--- src/rtl/bp_pkg.sv ---
// rtl/bp_pkg.sv - Shared opcode, FSM state and in-flight entry types for branch resolution
package bp_pkg;

  localparam logic [6:0] BRANCH_OP = 7'b1100011;
  localparam int         ENTRY_XLEN = 32;

  localparam logic [0:0] ST_TRACK   = 1'b0;
  localparam logic [0:0] ST_RECOVER = 1'b1;

  typedef struct packed {
    logic [ENTRY_XLEN-1:0] pc;
    logic                  taken;
    logic [ENTRY_XLEN-1:0] target;
  } entry_t;

  function automatic logic is_branch(input logic [6:0] opcode);
    return opcode == BRANCH_OP;
  endfunction

endpackage

--- src/rtl/branch_resolution_ctrl_if.sv ---
// rtl/branch_resolution_ctrl_if.sv - Fetch/predictor/EX bundle seen by the branch resolution controller
interface branch_resolution_ctrl_if #(
  parameter int DEPTH = 4,
  parameter int XLEN  = 32
);
  localparam int CW = $clog2(DEPTH + 1);

  logic            fetch_valid;
  logic [31:0]     fetch_instr;
  logic [XLEN-1:0] fetch_pc;
  logic            pred_taken;
  logic [XLEN-1:0] pred_target;
  logic            resolve_valid;
  logic            resolve_taken;
  logic [XLEN-1:0] resolve_target;

  logic            stall_fetch;
  logic            upd_valid;
  logic            upd_truth;
  logic            flush;
  logic [XLEN-1:0] redirect_pc;
  logic [CW-1:0]   inflight_cnt;
  logic [15:0]     mispredict_cnt;
  logic            protocol_err;

  modport master (
    output fetch_valid, fetch_instr, fetch_pc, pred_taken, pred_target,
           resolve_valid, resolve_taken, resolve_target,
    input  stall_fetch, upd_valid, upd_truth, flush, redirect_pc,
           inflight_cnt, mispredict_cnt, protocol_err
  );

  modport slave (
    input  fetch_valid, fetch_instr, fetch_pc, pred_taken, pred_target,
           resolve_valid, resolve_taken, resolve_target,
    output stall_fetch, upd_valid, upd_truth, flush, redirect_pc,
           inflight_cnt, mispredict_cnt, protocol_err
  );
endinterface

--- src/rtl/branch_queue.sv ---
// rtl/branch_queue.sv - In-order circular FIFO of in-flight branch entries
module branch_queue
  import bp_pkg::*;
#(
  parameter int DEPTH = 4
) (
  input  logic                       clk,
  input  logic                       reset,
  input  logic                       push_i,
  input  logic                       pop_i,
  input  logic                       clear_i,
  input  entry_t                     wr_data_i,
  output entry_t                     head_o,
  output logic                       full_o,
  output logic                       empty_o,
  output logic [$clog2(DEPTH+1)-1:0] count_o
);
  localparam int PW = $clog2(DEPTH);
  localparam int CW = $clog2(DEPTH + 1);

  entry_t        mem_q [DEPTH];
  logic [PW-1:0] rd_ptr_q;
  logic [PW-1:0] wr_ptr_q;
  logic [CW-1:0] count_q;

  // Storage needs no reset: count_q alone decides which slots are live.
  always_ff @(posedge clk) begin
    if (push_i) begin
      mem_q[wr_ptr_q] <= wr_data_i;
    end
  end

  always_ff @(posedge clk) begin
    if (reset || clear_i) begin
      rd_ptr_q <= '0;
      wr_ptr_q <= '0;
      count_q  <= '0;
    end else begin
      if (push_i) wr_ptr_q <= wr_ptr_q + 1'b1;
      if (pop_i)  rd_ptr_q <= rd_ptr_q + 1'b1;
      count_q <= count_q + CW'(push_i) - CW'(pop_i);
    end
  end

  assign head_o  = mem_q[rd_ptr_q];
  assign full_o  = (count_q == CW'(DEPTH));
  assign empty_o = (count_q == '0);
  assign count_o = count_q;

endmodule

--- src/rtl/branch_resolution_ctrl.sv ---
// rtl/branch_resolution_ctrl.sv - Tracks predicted branches, checks EX resolution, trains predictor and redirects
module branch_resolution_ctrl
  import bp_pkg::*;
#(
  parameter int DEPTH = 4,
  parameter int XLEN  = 32
) (
  input  logic                    clk,
  input  logic                    reset,
  branch_resolution_ctrl_if.slave bus_io
);
  localparam int CW = $clog2(DEPTH + 1);

  logic [0:0]      state_q;
  logic [0:0]      state_d;
  entry_t          head;
  entry_t          wr_entry;
  logic            q_full;
  logic            q_empty;
  logic [CW-1:0]   q_count;
  logic            in_track;
  logic            do_resolve;
  logic            mispredict;
  logic            push;
  logic            pop;
  logic            upd_valid_q;
  logic            upd_truth_q;
  logic            flush_q;
  logic            perr_q;
  logic [XLEN-1:0] redirect_q;
  logic [XLEN-1:0] redirect_d;
  logic [15:0]     mp_cnt_q;
  logic            unused_instr_bits;

  assign unused_instr_bits = ^bus_io.fetch_instr[31:7];

  assign in_track   = (state_q == ST_TRACK);
  assign do_resolve = in_track & bus_io.resolve_valid & ~q_empty;
  assign mispredict = do_resolve &
                      ((bus_io.resolve_taken != head.taken) |
                       (bus_io.resolve_taken & (bus_io.resolve_target != head.target)));

  // Full blocks the push even when this cycle's pop would free a slot.
  assign push = in_track & bus_io.fetch_valid & is_branch(bus_io.fetch_instr[6:0]) &
                ~q_full & ~mispredict;
  assign pop  = do_resolve & ~mispredict;

  assign wr_entry   = '{pc: bus_io.fetch_pc, taken: bus_io.pred_taken, target: bus_io.pred_target};
  assign redirect_d = bus_io.resolve_taken ? bus_io.resolve_target : head.pc + XLEN'(4);
  assign state_d    = mispredict ? ST_RECOVER : ST_TRACK;

  branch_queue #(.DEPTH(DEPTH)) u_queue (
    .clk       (clk),
    .reset     (reset),
    .push_i    (push),
    .pop_i     (pop),
    .clear_i   (mispredict),
    .wr_data_i (wr_entry),
    .head_o    (head),
    .full_o    (q_full),
    .empty_o   (q_empty),
    .count_o   (q_count)
  );

  always_ff @(posedge clk) begin
    if (reset) begin
      state_q     <= ST_TRACK;
      upd_valid_q <= 1'b0;
      upd_truth_q <= 1'b0;
      flush_q     <= 1'b0;
      redirect_q  <= '0;
      mp_cnt_q    <= '0;
      perr_q      <= 1'b0;
    end else begin
      state_q     <= state_d;
      upd_valid_q <= do_resolve;
      upd_truth_q <= do_resolve & bus_io.resolve_taken;
      flush_q     <= mispredict;
      redirect_q  <= mispredict ? redirect_d : '0;
      if (mispredict && (mp_cnt_q != 16'hFFFF)) mp_cnt_q <= mp_cnt_q + 16'd1;
      if (in_track && bus_io.resolve_valid && q_empty) perr_q <= 1'b1;
    end
  end

  assign bus_io.stall_fetch    = q_full;
  assign bus_io.inflight_cnt   = q_count;
  assign bus_io.upd_valid      = upd_valid_q;
  assign bus_io.upd_truth      = upd_truth_q;
  assign bus_io.flush          = flush_q;
  assign bus_io.redirect_pc    = redirect_q;
  assign bus_io.mispredict_cnt = mp_cnt_q;
  assign bus_io.protocol_err   = perr_q;

endmodule

--- src/flat_wrapper.sv ---
// flat-port wrapper written by rule: the top's interface ports become plain ports
module branch_resolution_ctrl_flat import bp_pkg::*;
#(
  parameter int DEPTH = 4,
  parameter int XLEN  = 32
)
  (clk, reset, bus_io_fetch_valid, bus_io_fetch_instr, bus_io_fetch_pc, bus_io_pred_taken, bus_io_pred_target, bus_io_resolve_valid, bus_io_resolve_taken, bus_io_resolve_target, bus_io_stall_fetch, bus_io_upd_valid, bus_io_upd_truth, bus_io_flush, bus_io_redirect_pc, bus_io_inflight_cnt, bus_io_mispredict_cnt, bus_io_protocol_err);
  branch_resolution_ctrl_if #(.DEPTH(DEPTH), .XLEN(XLEN)) bus_io_i ();
  input  logic clk;
  input  logic reset;
  input wire logic [$bits(bus_io_i.fetch_valid)-1:0] bus_io_fetch_valid;
  input wire logic [$bits(bus_io_i.fetch_instr)-1:0] bus_io_fetch_instr;
  input wire logic [$bits(bus_io_i.fetch_pc)-1:0] bus_io_fetch_pc;
  input wire logic [$bits(bus_io_i.pred_taken)-1:0] bus_io_pred_taken;
  input wire logic [$bits(bus_io_i.pred_target)-1:0] bus_io_pred_target;
  input wire logic [$bits(bus_io_i.resolve_valid)-1:0] bus_io_resolve_valid;
  input wire logic [$bits(bus_io_i.resolve_taken)-1:0] bus_io_resolve_taken;
  input wire logic [$bits(bus_io_i.resolve_target)-1:0] bus_io_resolve_target;
  output wire logic [$bits(bus_io_i.stall_fetch)-1:0] bus_io_stall_fetch;
  output wire logic [$bits(bus_io_i.upd_valid)-1:0] bus_io_upd_valid;
  output wire logic [$bits(bus_io_i.upd_truth)-1:0] bus_io_upd_truth;
  output wire logic [$bits(bus_io_i.flush)-1:0] bus_io_flush;
  output wire logic [$bits(bus_io_i.redirect_pc)-1:0] bus_io_redirect_pc;
  output wire logic [$bits(bus_io_i.inflight_cnt)-1:0] bus_io_inflight_cnt;
  output wire logic [$bits(bus_io_i.mispredict_cnt)-1:0] bus_io_mispredict_cnt;
  output wire logic [$bits(bus_io_i.protocol_err)-1:0] bus_io_protocol_err;
  assign bus_io_i.fetch_valid = bus_io_fetch_valid;
  assign bus_io_i.fetch_instr = bus_io_fetch_instr;
  assign bus_io_i.fetch_pc = bus_io_fetch_pc;
  assign bus_io_i.pred_taken = bus_io_pred_taken;
  assign bus_io_i.pred_target = bus_io_pred_target;
  assign bus_io_i.resolve_valid = bus_io_resolve_valid;
  assign bus_io_i.resolve_taken = bus_io_resolve_taken;
  assign bus_io_i.resolve_target = bus_io_resolve_target;
  assign bus_io_stall_fetch = bus_io_i.stall_fetch;
  assign bus_io_upd_valid = bus_io_i.upd_valid;
  assign bus_io_upd_truth = bus_io_i.upd_truth;
  assign bus_io_flush = bus_io_i.flush;
  assign bus_io_redirect_pc = bus_io_i.redirect_pc;
  assign bus_io_inflight_cnt = bus_io_i.inflight_cnt;
  assign bus_io_mispredict_cnt = bus_io_i.mispredict_cnt;
  assign bus_io_protocol_err = bus_io_i.protocol_err;
  branch_resolution_ctrl #(.DEPTH(DEPTH), .XLEN(XLEN)) u_core (.clk(clk), .reset(reset), .bus_io(bus_io_i));
endmodule
--- config.mk ---
export PLATFORM = sky130hd
export DESIGN_NAME = branch_resolution_ctrl_flat
export DESIGN_NICKNAME = d
export VERILOG_FILES = /design/src/rtl/bp_pkg.sv /design/src/rtl/branch_resolution_ctrl_if.sv /design/src/rtl/branch_queue.sv /design/src/rtl/branch_resolution_ctrl.sv /design/src/flat_wrapper.sv
export SDC_FILE = /design/constraint.sdc
export NUM_CORES = 1
export LEC_CHECK = 0
export ABC_CLOCK_PERIOD_IN_PS = 13000
export CORE_ASPECT_RATIO = 1.75
export CORE_MARGIN = 1
export CORE_UTILIZATION = 45
export DETAILED_ROUTE_END_ITERATION = 10
export DONT_BUFFER_PORTS = 1
export PLACE_DENSITY = 0.71
export SYNTH_ARGS = -nofsm -noshare
export SYNTH_HDL_FRONTEND = slang
export SYNTH_SLANG_ARGS = --single-unit
--- constraint.sdc ---
create_clock -name clk -period 13 [get_ports clk]
set_input_delay 1.95 -clock clk [delete_from_list [all_inputs] [get_ports clk]]
set_output_delay 1.95 -clock clk [all_outputs]
set_load 0.03 [all_outputs]
Yosys cells after proc, flatten, opt, wreduce, memory -nomap -nowiden
Memories as Yosys holds them, arrays and structs flattened. A register that Yosys moved wholly into a read port is not among the register bits.
Index checks and enable logic that the tools add are counted.

operators by class
  add/subtract/negate cells = 6
  equal/unequal tests = 5
  muxes and demuxes = 6
  bitwise logic cells = 15
  reduce and logical (&&, ||, !) cells = 6

operators with widths
  cell                   number
  $add 32x3->32 const B  1
  $mux 32                1
  $ne 32x32->1           1
  $add 16x1->16 const B  1
  $ne 16x16->1 const B   1
  $and 1x1->1            10
  $eq 7x7->1 const B     1
  $add 2x1->2 const B    2
  $mux 2                 2
  $not 1->1              4
  $add 3x1->3            1
  $eq 3x3->1 const B     1
  $logic_and 1x1->1      3
  $logic_not 3->1        1
  $mux 1                 3
  $sub 3x1->3            1
  $reduce_or 2->1        1
  $logic_or 1x1->1       1
  $ne 1x1->1             1
  $or 1x1->1             1

storage, ports and cells
  register bits = 60
  bits in writable memories = 260
  input port bits = 134
  logic and storage cells = 49
  memories = 1

memories
  name                  depth  bits a word  rd ports  clocked after Yosys merged registers in  write ports  RTL line            text
  u_core.u_queue.mem_q  4      65           1         1                                        1            branch_queue.sv:21  entry_t mem_q [DEPTH];

Longest topological paths before layout
Gate-level depths: netlist of run 1.

  word-level depth = 8
  depth in mapped cells = 20
  depth with buffers taken out = 16

Cells and area by module
A second synthesis of run 1 with hierarchy kept.

unflattened totals
  cells, all modules = 759
  area total of the unflattened synthesis = 12987.5 um^2

modules (own cells, without submodules)
  module                  times used  cells an instance  area an instance (um^2)
  branch_queue            1           385                9875.7
  branch_resolution_ctrl  1           374                3111.7

Least setup slack after synthesis of run 1
No wires, ideal clock.

  path type = input-to-reg
  start point = input bus_io_resolve_target[30]
  end point = memory u_core.u_queue.mem_q[0][0] (netlist name) (enable)
  setup time = 0.430 ns
  data arrival time = 4.930 ns
  required time = 12.570 ns
  slack = 7.640 ns
  stages on the path = 9
  path through = nor2b_1 > a22o_1 > nor4_1 > and4_1 > nand4_1 > nor4_2 > buf_4 > or3_1 > and3_1

between the ends
  longest elaborated chain between the ends = 8

ends and longest elaborated chain
  item                          RTL line                      text
  start: declaration            flat_wrapper.sv:18            input wire logic [$bits(bus_io_i.resolve_target)-1:0] bus_io_resolve_target;
  $ne 32x32->1                  branch_resolution_ctrl.sv:41  (bus_io.resolve_taken & (bus_io.resolve_target != head.target)));
  $and 1x1->1                   branch_resolution_ctrl.sv:41
  $or 1x1->1                    branch_resolution_ctrl.sv:40  ((bus_io.resolve_taken != head.taken) |
  $and 1x1->1                   branch_resolution_ctrl.sv:39  assign mispredict = do_resolve &
  $not 1->1                     branch_resolution_ctrl.sv:45  ~q_full & ~mispredict;
  $and 1x1->1                   branch_resolution_ctrl.sv:45
  $mux 1                        branch_queue.sv:28            if (push_i) begin
  $mux 1 (implied by the code)  branch_queue.sv:29            mem_q[wr_ptr_q] <= wr_data_i;
  end: declaration              branch_queue.sv:21

No other way between the ends.

==> flow_summary.ini, run 1 <==
[placement]
port_buffers = 0
place_congestion = 0.8367
dp_hpwl_um = 19000
place_ws_ns = 7.726

[synthesis]
synthSimpleGateAreaFrac = 0.09367
synth_fa_ha_area_frac = 0.009065
synth_ff_type = edfxtp_1
synth_cell_type_count = 60
synth_area_per_cell_um2 = 16.18
seq_area_frac_synth = 0.6814
synthXorXnorAreaFrac = 0.03900
synth_cells = 819
synth_compound_area_frac = 0.02465
synth.area.mux_share = 0.1297
async_reset_ff_frac = 0
netlist_area_mm2 = 0.01325
yosys_warnings = 0
synth_seq_cells = 321
synth_top_family_by_area = multiplexers
syn_nets = 962
synth_edf_count = 260

[grt]
busiest_layer = met2
met1_usage = 0.2139
use_met3 = 0.04471
use_met2 = 0.3598
grt_max_degree = 66
grt_pass1_vias = 7071
antenna_found_initial = 1
overflow = 0
grt_pass1_wl_um = 43210
grtUsageTotal = 0.1935

[detailed_routing]
wl_per_cell_um = 23.81
firstDrtPassIters = 6
routed_via_density = 5.671
wl_um = 29190
first_iter_violations = 415
drtAntennaViolNets = 0
vias = 6953
drc = 0

[power_and_ir_drop]
vdd_drop_max_mv = 0.1433
p_per_area_mw_per_mm2 = 141.0
p_leak_uw = 0.004604

[clock_tree]
htree_levels = 1
ctsHoldBuffers = 0
clkTransAtPathRegs_ns = 0.07
clk_latency_ns = 0.58
cts.sinks = 321
post-cts-setup-buffers = 0
cts_tree = yes
cts_buffer_depth = 3
cts_buffers = 30
cts-resized-gates = 0
cts_root_buf = clkbuf_16

[worst_setup_path]
critPathLaunchType = register
required_ns = 13.44
worstReg2RegEnd = u_core.u_queue.count_o[2]
path_class = register to register
reg2regPathDepth = 17
critPathCaptureType = register
ff2ff_setup_slack_ns = 7.83
crit_fanout = 46
arrival_ns = 5.61

[run_status]
status = complete, no violations

[floorplan]
die_h_um = 229
core_area_mm2 = 0.02883
die_area_mm2 = 0.03016
die-width_um = 131.7
row_count = 82
start_util = 0.4596
io_pins = 190

[sta]
fin_skew_ns = 0.03236
rsz0062_at_grt = no
setup_ws_ns = 7.830
hold_viol_final = 0
tightest_slew_ns = 1.137
fin_setup_tns_ns = 0
setup_viol = 0
drv_slew = 0
slew_headroom = 0.2410
max_freq_mhz = 193.4
min_period_ns = 5.170
finalCritPeriodShare = 0.3977

[hold_path]
hp-class = register to register
whs_path_depth = 2
hp-start = u_core.u_queue.rd_ptr_q[1]

[finish]
fin_nets = 966
mostFrequentLayoutCells = edfxtp_1 (260), nor2_1 (65), dfxtp_1 (59)
final_common_cell = edfxtp_1
drive_gt1_frac = 0.1629
fill_cells = 2368
syn_to_final_growth_pct = 10.46

[run]
cap_violations = 0
[Yosys cell counts, types with 2 or more instances]
| master | instances | area, um2 |
|---|---|---|
| edfxtp_1 | 260 | 7807 |
| nor2_1 | 65 | 244.0 |
| dfxtp_1 | 61 | 1221 |
| mux4_2 | 42 | 945.9 |
| nand2_1 | 42 | 157.7 |
| xnor2_1 | 42 | 367.9 |
| mux2i_1 | 24 | 240.2 |
| a21oi_1 | 21 | 105.1 |
| nor2b_1 | 18 | 112.6 |
| nor3_1 | 18 | 90.09 |
| xor2_1 | 17 | 148.9 |
| nand4_1 | 14 | 87.58 |
| clkbuf_1 | 13 | 48.80 |
| mux4_1 | 13 | 341.6 |
| buf_4 | 12 | 90.09 |
| inv_1 | 12 | 45.04 |
| nand3_1 | 11 | 55.05 |
| or4_1 | 10 | 75.07 |
| mux2_2 | 9 | 101.4 |
| and3_1 | 8 | 50.05 |
| ha_1 | 8 | 100.1 |
| mux2_1 | 8 | 90.09 |
| nor4_1 | 8 | 50.05 |
| buf_2 | 6 | 30.03 |
| nand2b_1 | 6 | 37.54 |
| or3_1 | 6 | 37.54 |
| a211oi_1 | 5 | 37.54 |
| buf_6 | 5 | 56.30 |
| nor3b_1 | 5 | 37.54 |
| o21ai_0 | 5 | 25.02 |
| and2_1 | 4 | 25.02 |
| a211oi_2 | 3 | 37.54 |
| a221oi_1 | 2 | 17.52 |
| a22oi_1 | 2 | 15.01 |
| and4_1 | 2 | 17.52 |
| and4_4 | 2 | 22.52 |
| nand3b_1 | 2 | 15.01 |
| nor2_2 | 2 | 12.51 |
| nor4b_1 | 2 | 17.52 |
| o211ai_1 | 2 | 15.01 |
| o22ai_1 | 2 | 12.51 |
| or2_2 | 2 | 12.51 |
[stage by stage]
stage          instance area [um2]  total power, uW  cells    util  hold slack (ns)
2_1_floorplan                13250             1159    819       -           0.5281
3_3_place_gp                 13570             1160   1169  0.4707           0.5421
3_5_place_dp                 13570             1161   1169  0.4707           0.5519
4_1_cts                      14630             2082   1225  0.5076           0.5730
5_1_grt                      14640             2118   1226  0.5077           0.6089
6_report                     14640             2064   1226  0.5077           0.5664
[metal layers]
| layer | part of all wire | vias up | wire length [um] |
|---|---|---|---|
| met5 | 0 | - | 0 |
| met4 | 0.024 | 0 | 705 |
| met3 | 0.067 | 39 | 1955 |
| met2 | 0.55 | 238 | 16090 |
| met1 | 0.36 | 3528 | 10440 |
| li1 | - | 3148 | - |
[cell type report]
cell class / instances / area, um2 / share of cell area
flip-flops and latches: 321 / 9036 / 0.6174
clock buffers: 34 / 818.3 / 0.05591
diodes: 1 / 2.502 / 0.0001710
repair buffers: 10 / 75.07 / 0.005129
well taps: 378 / 473.0 / 0.03231
multi-input cells: 447 / 3938 / 0.2690
clock inverters: 22 / 245.2 / 0.01676
inverters: 13 / 48.80 / 0.003334
[state kept, by name, summed over array words and instances, names as in the netlist, named ones only]
signal	flops
u_core.u_queue.rd_ptr_q	2
u_core.bus_io.flush	1
u_core.u_queue.count_o	3
u_core.bus_io.redirect_pc	32
u_core.u_queue.wr_ptr_q	2
u_core.bus_io.upd_truth	1
u_core.bus_io.upd_valid	1
u_core.bus_io.protocol_err	1
u_core.bus_io.mispredict_cnt	16
u_core.u_queue.mem_q	260
[cell families (layout without fill, tap and decap cells)]
kind of cell               after synthesis  in the layout
DFF                                    321            321
and+or+nand+nor                        234            234
muxes                                   96             96
xor gates and xnor gates                59             59
buffers and inverters                   51             79
AOI/OAI and AO/OA                       49             49
adders and majority gates                9              9
other                                    0              1
[worst max-delay path, stage by stage, from the launching register on]
cell,delay [ns]
dfxtp_4,0.75
buf_4,0.73
mux4_1,0.67
xor2_1,0.17
a2111oi_2,0.42
nand4_1,0.21
nor4_4,0.18
buf_4,0.29
or3_1,0.21
nand2_1,0.07
ha_1,0.30
inv_1,0.05
ha_1,0.12
inv_1,0.05
fa_1,0.37
xor2_1,0.18
xnor2_1,0.16
nor3_1,0.06
[how the worst max path moves through the flow]
stage / end / start / slack [ns] / cells after the start
CTS: u_core.u_queue.count_o[2] / register / 7.72 / 17
global placement: u_core.u_queue.count_o[2] / register / 7.79 / 17
global route: u_core.u_queue.count_o[2] / register / 7.44 / 17
detailed placement: u_core.u_queue.count_o[2] / register / 7.73 / 17
finish: u_core.u_queue.count_o[2] / register / 7.83 / 17
floorplan: u_core.u_queue.mem_q[0][0] / bus_io_resolve_target[30] / 7.64 / 9
[power by group]
group	total (uW)	leakage [uW]	switching, uW	internal, uW
clock	926	0.000507	390	536
combinational	25.8	0.00127	13.3	12.5
sequential	1110	0.00283	2.64	1110
total	2060	0.00460	406	1660
No activity file was read; power rests on OpenSTA's default activity.
==> run 2: changes to the inputs <==
Settings changed: ABC_CLOCK_PERIOD_IN_PS 13000 to 4400, PLACE_DENSITY 0.71 to 0.73.
Clock period 13 ns to 4.4 ns, I/O delays scaled along.
==> run 2 against run 1 <==
  * Die area did not move
  * Combinational power grew to 3.1 times the previous value
  * Largest cell class unchanged
  * Utilization grew 0.48 points
  * Critical path type unchanged
  * Non-clock buffer count increased by 16
  * Critical path depth is 1 higher
  * Highest routed layer unchanged
==> flow_summary.ini, run 2 (synthesized netlist as in run 1, its figures left out) <==
[finish]
fin_nets = 981
drive_gt1_frac = 0.1707
n_antenna_cell = 0
final_common_cell = edfxtp_1
syn_to_final_growth_pct = 11.50
multi_input_area_mm2 = 0.003938
largest_register = u_core.u_queue.mem_q
mostFrequentLayoutCells = edfxtp_1 (260), nor2_1 (65), dfxtp_1 (59)
largest_reg_flops = 260
seq_area_mm2 = 0.009036
fill_cells = 2291
utilization = 0.5125

[clock_tree]
cts_root_buf = clkbuf_16
cts_buffer_depth = 3
clkTransAtPathRegs_ns = 0.07
htree_levels = 1
cts_buffers = 29
cts_tree = yes
cts-resized-gates = 0
post-cts-setup-buffers = 0
cts.sinks = 321
clk_latency_ns = 0.57
ctsHoldBuffers = 0

[floorplan]
die-width_um = 131.7
die_h_um = 229
core_area_mm2 = 0.02883
die_area_mm2 = 0.03016
row_count = 82
start_util = 0.4596
io_pins = 190

[worst_setup_path]
crit_family = simple AND/OR/NAND/NOR gates
required_ns = 4.89
critPathCaptureType = register
crit_fanout = 37
cp_slowest_cell = mux4_1
critPathLaunchType = register
crit_path_frequent_cell = nor2_1
arrival_ns = 4.53
worstPathCellList = buf_12, mux4_1, xnor2_1, nand4_1, nor2_1, nand4_1, nor4_4, buf_4, nor2_1, nor2_1, ha_1, inv_1, ha_1, inv_1, fa_1, xor2_1, xnor2_1, nor3_1
path_class = register to register
cpPeakStageDelay_ns = 0.60
crit_buf_inv = 4

[grt]
grt_max_degree = 43
grt_pass1_vias = 7248
grtUsageTotal = 0.1977
antenna_found_initial = 0
overflow = 0
grt_pass1_wl_um = 43950

[detailed_routing]
wl_per_cell_um = 23.69
wl_um = 29350
vias = 7003
routed_via_density = 5.652
drc = 0
firstDrtPassIters = 5
first_iter_violations = 524
drtAntennaViolNets = 0

[sta]
finalCritPeriodShare = 0.9163
hold_viol_final = 0
min_period_ns = 4.032
setup_viol = 0
fin_setup_tns_ns = 0
tightest_slew_ns = 1.120
fin_skew_ns = 0.02919
max_freq_mhz = 248.0
drv_slew = 0
slew_headroom = 0.2522
rsz0062_at_grt = no
setup_ws_ns = 0.3681

[power_and_ir_drop]
vdd_drop_max_mv = 0.4073
p_per_area_mw_per_mm2 = 403.2
p_leak_uw = 0.004680

[placement]
dp_hpwl_um = 20050
port_buffers = 0
place_ws_ns = 0.3313
place_congestion = 0.8046

[run_status]
status = complete, no violations

[run]
cap_violations = 0

[hold_path]
hp-class = input pin to register
-- run 2: final cells by class --
cell class                 instances  share of cell area
clock buffer                      38             0.05344
clock inverter                    16             0.01313
inverter                          13            0.003303
multi-input combinational        447              0.2665
sequential                       321              0.6116
tap                              378             0.03201
timing repair buffer              26             0.01999
-- run 2: layer usage --
layer / share of wire / vias to the layer above / wire, um / global-route usage
li1: - / 3184 / - / -
met1: 0.36 / 3526 / 10550 / 0.2214
met2: 0.52 / 245 / 15390 / 0.3532
met3: 0.081 / 48 / 2383 / 0.05224
met4: 0.035 / 0 / 1024 / 0.08176
met5: 0 / - / 0 / 0
-- run 2: metrics by stage --
step | hold WS (ns) | cell area (um2) | instances | total power, uW
floorplan | 0.5281 | 13250 | 819 | 3423
global placement | 0.5346 | 13790 | 1185 | 3430
detailed placement | 0.5498 | 13790 | 1185 | 3431
CTS | 0.1380 | 14770 | 1239 | 5997
global route | 0.1602 | 14770 | 1239 | 6097
finish | 0.1630 | 14770 | 1239 | 5957
-- run 2: path summary, 6_finish.rpt --
check / start / to / slack (ns) / depth (start not counted)
worst max-delay path: register / u_core.u_queue.count_o[2] / 0.37 / 18
worst min-delay path: reset / u_core.bus_io.upd_valid / 0.16 / 1
worst max register to register: register / u_core.u_queue.count_o[2] / 0.37 / 18
worst min register to register: u_core.u_queue.rd_ptr_q[1] / register / 0.57 / 2
-- run 2: where the power goes --
| part | internal, uW | leakage [uW] | switching [uW] |
|---|---|---|---|
| clock network | 1500 | 0.000475 | 1090 |
| logic | 38.6 | 0.00138 | 41.4 |
| registers | 3280 | 0.00283 | 6.59 |
| total | 4820 | 0.00468 | 1140 |
